<file path="src/rtl/nn_cfg_pkg.sv">
// Shared configuration for the neuron parameter-load path: load FSM states and
// the word widths of the broadcast bus that the loader and every neuron agree on.
package nn_cfg_pkg;

  localparam int PARAM_WORD_W     = 32;
  localparam int DEF_NEURON_CNT_W = 10;
  localparam int DEF_WEIGHT_CNT_W = 10;
  localparam int LAYER_NUM_W      = 32;
  localparam int NEURON_NUM_W     = 32;

  typedef enum logic [2:0] {
    IDLE,
    WEIGHT,
    BIAS,
    NEXT,
    DONE
  } load_state_e;

endpackage

</file>
<file path="src/rtl/nn_param_loader.sv">
// Streams packed weights and biases from the DMA word stream onto one layer's
// neuron broadcast bus: per neuron, num_weights weight strobes and then one bias strobe.
module nn_param_loader
  import nn_cfg_pkg::*;
#(
  parameter int NEURON_CNT_W = DEF_NEURON_CNT_W,
  parameter int WEIGHT_CNT_W = DEF_WEIGHT_CNT_W,
  parameter int WORD_W       = PARAM_WORD_W
) (
  input  logic                    clk,
  input  logic                    rst_n,
  input  logic                    start,
  input  logic [LAYER_NUM_W-1:0]  cmd_layer,
  input  logic [NEURON_CNT_W-1:0] cmd_num_neurons,
  input  logic [WEIGHT_CNT_W-1:0] cmd_num_weights,
  input  logic [WORD_W-1:0]       s_data,
  input  logic                    s_valid,
  output logic                    s_ready,
  output logic [WORD_W-1:0]       weight_value,
  output logic                    weight_valid,
  output logic [WORD_W-1:0]       bias_value,
  output logic                    bias_valid,
  output logic [LAYER_NUM_W-1:0]  config_layer_num,
  output logic [NEURON_NUM_W-1:0] config_neuron_num,
  output logic                    busy,
  output logic                    done
);

  localparam logic [NEURON_CNT_W-1:0] N_ONE = NEURON_CNT_W'(1);
  localparam logic [WEIGHT_CNT_W-1:0] W_ONE = WEIGHT_CNT_W'(1);

  load_state_e             state_q, state_d;
  logic [NEURON_CNT_W-1:0] num_neurons_q, num_neurons_d;
  logic [NEURON_CNT_W-1:0] ncnt_q, ncnt_d;
  logic [WEIGHT_CNT_W-1:0] num_weights_q, num_weights_d;
  logic [WEIGHT_CNT_W-1:0] wcnt_q, wcnt_d;
  logic [WORD_W-1:0]       weight_value_q, weight_value_d;
  logic [WORD_W-1:0]       bias_value_q, bias_value_d;
  logic [LAYER_NUM_W-1:0]  layer_q, layer_d;
  logic                    weight_valid_q, weight_valid_d;
  logic                    bias_valid_q, bias_valid_d;
  logic                    busy_q, busy_d;
  logic                    done_q, done_d;
  logic                    xfer;

  assign s_ready = (state_q == WEIGHT) || (state_q == BIAS);
  assign xfer    = s_valid && s_ready;

  always_ff @(posedge clk or negedge rst_n) begin
    if (!rst_n) begin
      state_q        <= IDLE;
      num_neurons_q  <= '0;
      ncnt_q         <= '0;
      num_weights_q  <= '0;
      wcnt_q         <= '0;
      weight_value_q <= '0;
      bias_value_q   <= '0;
      layer_q        <= '0;
      weight_valid_q <= 1'b0;
      bias_valid_q   <= 1'b0;
      busy_q         <= 1'b0;
      done_q         <= 1'b0;
    end else begin
      state_q        <= state_d;
      num_neurons_q  <= num_neurons_d;
      ncnt_q         <= ncnt_d;
      num_weights_q  <= num_weights_d;
      wcnt_q         <= wcnt_d;
      weight_value_q <= weight_value_d;
      bias_value_q   <= bias_value_d;
      layer_q        <= layer_d;
      weight_valid_q <= weight_valid_d;
      bias_valid_q   <= bias_valid_d;
      busy_q         <= busy_d;
      done_q         <= done_d;
    end
  end

  // The neuron index only moves on leaving NEXT, so the final bias strobe of a
  // neuron (visible during NEXT) is still tagged with that neuron's index.
  always_comb begin
    state_d        = state_q;
    num_neurons_d  = num_neurons_q;
    ncnt_d         = ncnt_q;
    num_weights_d  = num_weights_q;
    wcnt_d         = wcnt_q;
    weight_value_d = weight_value_q;
    bias_value_d   = bias_value_q;
    layer_d        = layer_q;
    weight_valid_d = 1'b0;
    bias_valid_d   = 1'b0;
    busy_d         = busy_q;
    done_d         = 1'b0;

    case (state_q)
      IDLE: begin
        if (start) begin
          num_neurons_d = cmd_num_neurons;
          num_weights_d = cmd_num_weights;
          layer_d       = cmd_layer;
          ncnt_d        = '0;
          wcnt_d        = '0;
          busy_d        = 1'b1;
          if (cmd_num_neurons == '0) begin
            state_d = DONE;
          end else if (cmd_num_weights == '0) begin
            state_d = BIAS;
          end else begin
            state_d = WEIGHT;
          end
        end
      end
      WEIGHT: begin
        if (xfer) begin
          weight_value_d = s_data;
          weight_valid_d = 1'b1;
          wcnt_d         = wcnt_q + W_ONE;
          if (wcnt_q == num_weights_q - W_ONE) begin
            state_d = BIAS;
          end
        end
      end
      BIAS: begin
        if (xfer) begin
          bias_value_d = s_data;
          bias_valid_d = 1'b1;
          state_d      = NEXT;
        end
      end
      NEXT: begin
        if (ncnt_q == num_neurons_q - N_ONE) begin
          state_d = DONE;
        end else begin
          ncnt_d  = ncnt_q + N_ONE;
          wcnt_d  = '0;
          state_d = (num_weights_q == '0) ? BIAS : WEIGHT;
        end
      end
      DONE: begin
        done_d  = 1'b1;
        busy_d  = 1'b0;
        state_d = IDLE;
      end
      default: begin
        state_d = IDLE;
      end
    endcase
  end

  assign weight_value      = weight_value_q;
  assign weight_valid      = weight_valid_q;
  assign bias_value        = bias_value_q;
  assign bias_valid        = bias_valid_q;
  assign config_layer_num  = layer_q;
  assign config_neuron_num = {{(NEURON_NUM_W-NEURON_CNT_W){1'b0}}, ncnt_q};
  assign busy              = busy_q;
  assign done              = done_q;

endmodule

</file>
<file path="config.mk">
export PLATFORM = sky130hd
export DESIGN_NAME = nn_param_loader
export DESIGN_NICKNAME = d
export VERILOG_FILES = /design/src/rtl/nn_cfg_pkg.sv /design/src/rtl/nn_param_loader.sv
export SDC_FILE = /design/constraint.sdc
export NUM_CORES = 1
export LEC_CHECK = 0
export ABC_CLOCK_PERIOD_IN_PS = 2400
export BUFFER_PORTS_ARGS = -buffer_cell sky130_fd_sc_hd__buf_4
export CAP_MARGIN = 10
export CORE_ASPECT_RATIO = 1.2
export CORE_MARGIN = 5
export CORE_UTILIZATION = 46
export CTS_CLUSTER_DIAMETER = 40
export DETAILED_ROUTE_END_ITERATION = 12
export PLACE_DENSITY = 0.77
export SKIP_CTS_REPAIR_TIMING = 1
export SLEW_MARGIN = 20
export SYNTH_ARGS = -nofsm -noshare
export SYNTH_HDL_FRONTEND = slang
export SYNTH_SLANG_ARGS = --single-unit
</file>
<file path="constraint.sdc">
create_clock -name clk -period 2.4 [get_ports clk]
set_input_delay 0.12 -clock clk [delete_from_list [all_inputs] [get_ports clk]]
set_output_delay 0.12 -clock clk [all_outputs]
set_load 0.03 [all_outputs]
</file>
# After elaboration in Yosys (flattened, before gate mapping)

Cells that the tools add are included.

Add/sub/neg operators: 4
Reductions and logical operators: 16
Muxes and demuxes: 21
Equal/unequal tests: 11

Operators with widths:

| cell                  | number |
|---|---|
| $mux 10               | 4 |
| $logic_not 10->1      | 3 |
| $pmux 10 s3           | 1 |
| $add 10x1->10 const B | 2 |
| $eq 10x10->1          | 2 |
| $pmux 10 s2           | 1 |
| $sub 10x1->10 const B | 2 |
| $mux 3                | 6 |
| $pmux 3 s4            | 1 |
| $ne 2x2->1 const B    | 4 |
| $reduce_and 2->1      | 4 |
| $reduce_and 4->1      | 2 |
| $eq 3x2->1 const B    | 2 |
| $mux 1                | 5 |
| $mux 2                | 2 |
| $reduce_bool 2->1     | 2 |
| $eq 3x1->1 const B    | 1 |
| $eq 3x3->1 const B    | 1 |
| $logic_not 3->1       | 1 |
| $reduce_and 3->1      | 1 |
| $reduce_bool 3->1     | 1 |
| $ne 2x1->1 const B    | 1 |
| $pmux 1 s2            | 1 |
| $logic_and 1x1->1     | 1 |
| $logic_or 1x1->1      | 1 |

Word-level logic and storage cells: 64
Register bits: 143
Output and inout port bits: 133

# Depth between registers and ports, before layout

Gate-level depths: netlist of run 1.

Depth after elaboration: 5
Mapped depth: 11
Mapped depth without buffers: 9

# Least setup slack after synthesis of run 1

No wires, ideal clock.

Path kind: flip-flop to flip-flop
Start point: register num_neurons_q[0]
End point: register wcnt_q[5]
Setup time: 0.066 ns
Slack: -0.105 ns
Cell stages (with the launch flop): 10
Data arrival time: 2.439 ns
Cells stage by stage: dfrtp_1 -> inv_1 -> ha_1 -> nor3b_2 -> nand3b_1 -> xnor2_2 -> nor4_4 -> a31oi_4 -> or4_1 -> nand2_1

Longest elaborated chain between the ends: 4

RTL lines:

| element                    | RTL line               | source |
|---|---|---|
| start: declaration         | nn_param_loader.sv:33  | `logic [NEURON_CNT_W-1:0] num_neurons_q, num_neurons_d;` |
| start signal: assignment   | nn_param_loader.sv:65  | `num_neurons_q <= num_neurons_d;` |
| $sub 10x1->10              | nn_param_loader.sv:131 | `if (ncnt_q == num_neurons_q - N_ONE) begin` |
| $eq 10x10->1               | nn_param_loader.sv:131 |  |
| $ne 2x2->1 (no line)       | -                      |  |
| $reduce_and 4->1 (no line) | -                      |  |
| end signal: assignment     | nn_param_loader.sv:68  | `wcnt_q <= wcnt_d;` |
| end: declaration           | nn_param_loader.sv:36  | `logic [WEIGHT_CNT_W-1:0] wcnt_q, wcnt_d;` |

Every way passes these cells.
A chain may end at the register's enable or synchronous reset.

# Final worst setup path of run 1

Start point: register num_neurons_q[1]
End point: register wcnt_q[5]

Same word-level chain as after synthesis.

==> results of run 1 <==
==> sequential cells by signal (all words and copies together) (netlist names) <==
register          count
done                  1
bias_value           32
weight_value         32
busy                  1
bias_valid            1
ncnt_q               10
num_neurons_q        10
num_weights_q        10
state_q               3
config_layer_num     32
weight_valid          1
wcnt_q               10
==> cells by family after synthesis <==
group / count (synthesis) / synth area share, %
simple gates: 256 / 17.93
other cells: 1 / 0.05645
compound gates: 66 / 6.631
flops: 143 / 53.87
fa+ha+maj: 5 / 0.9418
buf+inv: 61 / 4.973
mux: 69 / 11.66
xor+xnor: 29 / 3.937
==> final timing paths <==
path | slack [ns] | depth (start not counted) | startpoint | to
setup / recovery | -0.02 | 9 | num_neurons_q[1] | wcnt_q[5]
hold / removal | 0.21 | 4 | s_valid | bias_valid
hold reg to reg | 0.47 | 2 | config_layer_num[28] | config_layer_num[28]
max in group asynchronous | 1.40 | 3 | rst_n | wcnt_q[6]
setup reg to reg | -0.02 | 9 | num_neurons_q[1] | wcnt_q[5]
min in group asynchronous | 0.25 | 2 | rst_n | weight_value[23]
==> power by group <==
group	switching, W	leakage (nW)	internal [W]
Clock	0.00113	0.281	0.00146
Sequential	0.000762	1.77	0.00344
Combinational	0.00390	2.78	0.00290
Total	0.00579	4.83	0.00779
==> cell usage after synthesis, drive strengths merged (3+ instances only) <==
master	n
a31o	3
and3	3
nor2	13
or3	13
a21oi	19
nor3	11
clkbuf	22
nand4	3
xnor2	17
nand2b	5
nor4	7
xor2	12
mux2	67
ha	5
o21ai	25
nand2	168
inv	13
nand3	14
a31oi	3
buf	26
or4	6
nand3b	3
dfrtp	143
==> cells in the final DEF, fill, tap and decap left out, types with 12 or more instances in the layout <==
cell / Yosys / layout
nand2_1: 168 / 168
conb_1: 1 / 22
dlygate4sd3_1: 0 / 85
xnor2_1: 16 / 15
xor2_1: 12 / 12
a21oi_1: 19 / 17
dfrtp_1: 143 / 143
clkbuf_16: 0 / 17
or3_1: 13 / 12
o21ai_0: 22 / 22
nor2_1: 13 / 13
nand3_1: 14 / 14
mux2_2: 66 / 66
buf_4: 24 / 224
==> tightest hold or removal path: stages <==
cell     delay [ns]
buf_4          0.13
nand2_1        0.07
nor3_2         0.05
buf_12         0.17
==> layout make-up <==
class / count / area (sq um) / area share [%]
flip-flops and latches: 143 / 3578 / 35.88
multi-input cells: 447 / 2895 / 29.03
repair buffers: 316 / 2655 / 26.62
clock buffers: 17 / 425.4 / 4.266
well taps: 175 / 219.0 / 2.196
clock inverters: 15 / 150.1 / 1.506
inverters: 13 / 48.80 / 0.4893
==> layer usage <==
metal | vias to the layer above | GRT usage, % | routed length (um)
met5 | - | 0 | 0
met4 | 0 | 7.660 | 427
met3 | 34 | 8.413 | 1423
met2 | 224 | 34.52 | 10140
met1 | 2835 | 23.80 | 7336
li1 | 2700 | - | -
==> through the flow <==
stage	power, W	TNS [ns]	util, %	worst slack, ns
floorplan	0.008256	0	-	0.02219
global placement	0.01052	0	59.25	0.06786
detailed placement	0.01068	-0.01350	59.25	-0.007912
CTS	0.01328	-0.03991	63.28	-0.02345
global route	0.01437	-0.3809	69.77	-0.1184
finish	0.01359	-0.02125	69.77	-0.02125
==> metrics.md, run 1 <==
| Metric | Value |
|---|---|
| Overflow after GRT | `0` |
| Main synth FF type | `dfrtp_1` |
| Vias in the first global route | `5,662` |
| WHS | `0.2101 ns` |
| Unrepaired setup endpoints after global routing | `true` |
| CTS tree | `built` |
| Final worst path period need | `2.421 ns` |
| Area growth, synth to finish | `50.12%` |
| Family with the most delay on the worst path | `simple AND/OR/NAND/NOR gates` |
| CP required | `2.76 ns` |
| Die X | `119.7 um` |
| H-tree levels | `4` |
| Critical Path End Type | `register` |
| Synth unique cells | `58` |
| Register bit count reported by yosys | `143` |
| Largest incremental delay on the critical path | `0.47 ns` |
| Mapped cell area | `6643 sq um` |
| Final HPWL DP | `12.39 mm` |
| Starting Density | `46.47%` |
| # fillers | `979` |
| Router iterations before antenna repair | `5` |
| Fmax | `0.4130 GHz` |
| Non-Filler Instances | `1,126` |
| PwrDens | `1362 nW/um^2` |
| TritonCTS buffer count | `17` |
| Post-route cell area | `9972 sq um` |
| Pin count of the biggest net entering global routing | `68` |
| Critical path cell sequence | `buf_4 -> nor4_4 -> a21oi_1 -> a41o_1 -> nor4_4 -> buf_4 -> a31oi_4 -> or4_1 -> nand2_1` |
| Worst path arrival time | `2.78 ns` |
| Tot GR Track Use | `20.61%` |
| Clock Path Buffers | `2` |
| Die height | `141.6 um` |
| CTS root buf | `clkbuf_16` |
| Placer Congestion | `0.8792` |
| Via density | `5.145` |
| Drc violations | `0` |
| Post-Syn Instances | `630` |
| Cell taking the most area after synthesis | `dfrtp_1` |
| Antenna violations before repair | `0` |
| Leak | `4.829 nW` |
| Failing checks | `negative setup slack` |
| DR vias | `5,793` |
| Crit path launch type | `register` |
| NumNets Final | `1,031` |
| CP max FO | `5` |
| Port bufs | `198` |
| Crit path buf inv count | `2` |
| HP Class | `primary input to register` |
| Avg Synthesized Cell Area | `10.54 sq um` |
| Clk_lat worst skew | `0.43 ns` |
| Antenna-violating nets left | `0` |
| Final Hold Fails | `0` |
| Worst Slack Setup Final | `-0.02125 ns` |
| Clk sinks | `143` |
| Least-Margin Pin Slew | `0.6176 ns` |
| Row cnt | `48` |
| Final setup viols | `1` |
| FFs w/ async S/R, synth | `100.0%` |
| Total Wirelength | `19.33 mm` |
| CP Class | `register to register` |
| Die ar. | `16,950 sq um` |
| Period utilization | `100.9%` |
| Status | `finished with violations` |
| Area contributors post-synth | `dfrtp_1 (54%), mux2_2 (11%), nand2_1 (9.5%)` |
| Yosys top cell area share | `53.87%` |
| Max Slew Vio Count | `0` |
| Sequential area share after synthesis | `53.87%` |
| MaxCap Viol Count | `0` |
| Drt wl/cell | `17.17 um` |
| Core region area | `14,290 sq um` |
| Max VDD drop | `0.9304 mV` |
| Clock Pin Slew Worst Setup and Hold Paths | `0.06 ns` |
| First DRT Iteration DRCs | `342` |
| # diodes | `0` |
| First-pass GRT wire length | `27.99 mm` |
| Share of post-route cells with drive strength above 1 | `37.64%` |
| Placed cell area | `8469 sq um` |
| Crit-path slowest cell | `nor4_4` |
| Final Skew | `0.01050 ns` |
| Post-synth EDFFs | `0` |
| Cell Count Post-Placement | `1,007` |
| Ys Warns | `0` |
| IO Pins | `221` |
| Relative slew slack | `58.82%` |
Note: power is estimated with default switching activity, not from simulation.
==> run 2, diff against run 1 <==
--- a/config.mk
+++ b/config.mk
@@ -5,6 +5,7 @@
 export SDC_FILE = /design/constraint.sdc
 export NUM_CORES = 1
 export LEC_CHECK = 0
+export ABC_AREA = 1
 export ABC_CLOCK_PERIOD_IN_PS = 2400
 export BUFFER_PORTS_ARGS = -buffer_cell sky130_fd_sc_hd__buf_4
 export CAP_MARGIN = 10
@@ -13,7 +14,7 @@
 export CORE_UTILIZATION = 46
 export CTS_CLUSTER_DIAMETER = 40
 export DETAILED_ROUTE_END_ITERATION = 12
-export PLACE_DENSITY = 0.77
+export PLACE_DENSITY = 0.76
 export SKIP_CTS_REPAIR_TIMING = 1
 export SLEW_MARGIN = 20
 export SYNTH_ARGS = -nofsm -noshare
==> run 2 against run 1 <==
  * Utilization decreased by 4.9 points
  * Highest routed layer unchanged
  * Final area decreased by 3.5%
  * Cell count increased by 13%
  * Register-to-register slack improved by 0.34 ns
  * The flow finishes with violations (negative hold slack)
  * Area after synthesis increased by 3.8%
  * Hold slack got worse by 0.23 ns
  * Wire length decreased by 5.4%
==> metrics.md, run 2 <==
| Metric | Value |
|---|---|
| Status | `finished with violations` |
| Failing checks | `negative hold slack` |
| # fillers | `1,228` |
| Leak | `5.017 nW` |
| Crit path launch type | `register` |
| Clock share of power | `20.2%` |
| Vias in the first global route | `5,701` |
| Pre-CTS setup slack | `0.3509 ns` |
| MaxCap Viol Count | `0` |
| CTS root buf | `clkbuf_16` |
| Relative slew slack | `37.28%` |
| Setup crit start | `num_neurons_q[0]` |
| Port bufs | `198` |
| Most frequent cells after synthesis | `nand2_1 (225), dfrtp_1 (143), inv_1 (92), o21ai_0 (72), nor2_1 (62)` |
| Cell taking the most area after synthesis | `dfrtp_1` |
| Switching Fraction | `43.43%` |
| Most frequent cell after synthesis | `nand2_1` |
| Starting Density | `46.49%` |
| Hold Crit Start | `s_data[24]` |
| Sequential power share | `32.6%` |
| Pin count of the biggest net entering global routing | `70` |
| Clock Path Buffers | `2` |
| Max VDD drop | `0.9457 mV` |
| Mapped cell area | `6898 sq um` |
| Sequential area share after synthesis | `51.88%` |
| Area contributors post-synth | `dfrtp_1 (52%), nand2_1 (12%), o21ai_0 (5.2%)` |
| Antenna-violating nets left | `0` |
| Total negative slack | `0 ns` |
| CP max FO | `20` |
| CP required | `2.69 ns` |
| Area growth, synth to finish | `39.52%` |
| # diodes | `0` |
| RR Endpoint | `ncnt_q[2]` |
| Least-Margin Pin Slew | `0.9394 ns` |
| Fmax | `0.4809 GHz` |
| Share of post-route cells with drive strength above 1 | `26.72%` |
| Period utilization | `86.65%` |
| H-tree levels | `4` |
| CP Class | `register to register` |
| Pint | `0.007122 W` |
| First DRT Iteration DRCs | `330` |
| Most common cell after layout, fill and taps aside | `nand2_1` |
| Antenna violations before repair | `0` |
| Final setup viols | `0` |
| Placer Congestion | `0.8699` |
| IO Pins | `221` |
| Final Skew | `0.009362 ns` |
| Launching point of the worst reg2reg path | `num_neurons_q[0]` |
| Drt wl/cell | `14.31 um` |
| Total Wirelength | `18.29 mm` |
| Synth unique cells | `30` |
| Final worst path period need | `2.080 ns` |
| Tot GR Track Use | `20.25%` |
| Via density | `4.757` |
| Die height | `144.1 um` |
| NumNets Final | `1,154` |
| Clock Pin Slew Worst Setup and Hold Paths | `0.06 ns` |
| Register bit count reported by yosys | `143` |
| Clk sinks | `143` |
| Die ar. | `17,550 sq um` |
| Die X | `121.8 um` |
| Logic pwr share | `47.2%` |
| Critical Path Sink | `ncnt_q[2]` |
| Fin util | `64.87%` |
| Post-synth EDFFs | `0` |
| Clk_lat worst skew | `0.41 ns` |
| TritonCTS buffer count | `17` |
| FFs w/ async S/R, synth | `100.0%` |
| DR vias | `6,079` |
| Ys Warns | `0` |
| Final HPWL DP | `12.87 mm` |
| Row cnt | `49` |
| PwrDens | `1308 nW/um^2` |
| Main synth FF type | `dfrtp_1` |
| Worst path arrival time | `2.37 ns` |
| R2R setup slack | `0.32 ns` |
| Overflow after GRT | `0` |
| Core region area | `14,840 sq um` |
| Max Slew Vio Count | `0` |
| Avg Synthesized Cell Area | `8.505 sq um` |
| Drc violations | `0` |
| WHS | `-0.01607 ns` |
| Commonest non-fill, non-tap cells in the layout | `nand2_1 (224), buf_4 (205), dfrtp_1 (143)` |
| Critical Path End Type | `register` |
| Yosys top cell area share | `51.88%` |
| HP Class | `primary input to register` |
| Reg2reg path depth | `12` |
| Worst Slack Setup Final | `0.3205 ns` |
| CTS tree | `built` |
| Psw | `0.005467 W` |
| Unrepaired setup endpoints after global routing | `false` |
| Router iterations before antenna repair | `5` |
| First-pass GRT wire length | `28.33 mm` |
| Final Hold Fails | `14` |
| Post-Syn Instances | `811` |
[run 2: logic make-up after synthesis]
| kind of cell | Yosys count | synth area share [%] |
|---|---|---|
| xor gates and xnor gates | 25 | 3.174 |
| and+or+nand+nor | 366 | 22.60 |
| muxes | 32 | 5.224 |
| adders and majority gates | 5 | 0.9069 |
| AOI/OAI and AO/OA | 92 | 6.711 |
| DFF | 143 | 51.88 |
| other | 1 | 0.05436 |
| buffers and inverters | 147 | 9.450 |
[run 2: layout make-up]
cell class	instances	area [sq um]	area share, %
clock inverter	10	102.6	1.066
clock buffer	22	474.2	4.927
tap	204	255.2	2.652
sequential	143	3578	37.18
multi-input combinational	542	2749	28.56
timing repair buffer	260	2101	21.83
inverter	97	364.1	3.783
[run 2: worst max-delay path: stages, from the launching register on]
cell and delay, ns:
dfrtp_1 0.38, inv_1 0.12, ha_1 0.25, nand2_1 0.11, nor2_1 0.12, nand2_1 0.07, a21oi_1 0.18, nor2_2 0.07
nand4_2 0.06, buf_4 0.25, nand3_4 0.17, nand2_1 0.11, nand2_1 0.06
[run 2: worst min-delay path by stage]
stage,endpoint,slack (ns),depth (start not counted)
finish,weight_value[24],-0.02,3
global placement,num_neurons_q[9],0.05,1
global route,weight_value[20],0.0002,3
floorplan,bias_valid,-0.18,0
CTS,num_neurons_q[9],-0.40,1
detailed placement,num_neurons_q[9],0.05,1
[run 2: power groups by stage]
stage / combinational [W] / clock, W / sequential, W
final: 0.00594 / 0.00254 / 0.00411
after global routing: 0.00648 / 0.00271 / 0.00424
after CTS: 0.00591 / 0.00260 / 0.00410
after detailed placement: 0.00590 / 0 / 0.00411
after global placement: 0.00580 / 0 / 0.00408
after floorplan: 0.00229 / 0 / 0.00559
[run 2: routing by layer]
layer,vias up,share of wire [%],global-route usage (%),routed length (um)
li1,3019,-,-,-
met1,2874,39,24.51,7060
met2,163,53,34.14,9673
met3,23,7.0,7.394,1276
met4,0,1.5,5.841,277
met5,-,0,0,0
[run 2: stage by stage]
stage / total power [W] / std cells / cell area [sq um]
detailed placement: 0.01001 / 1193 / 8517
floorplan: 0.007874 / 832 / 6977
global route: 0.01343 / 1278 / 9624
finish: 0.01259 / 1278 / 9624
global placement: 0.009883 / 1193 / 8517
CTS: 0.01261 / 1225 / 9094
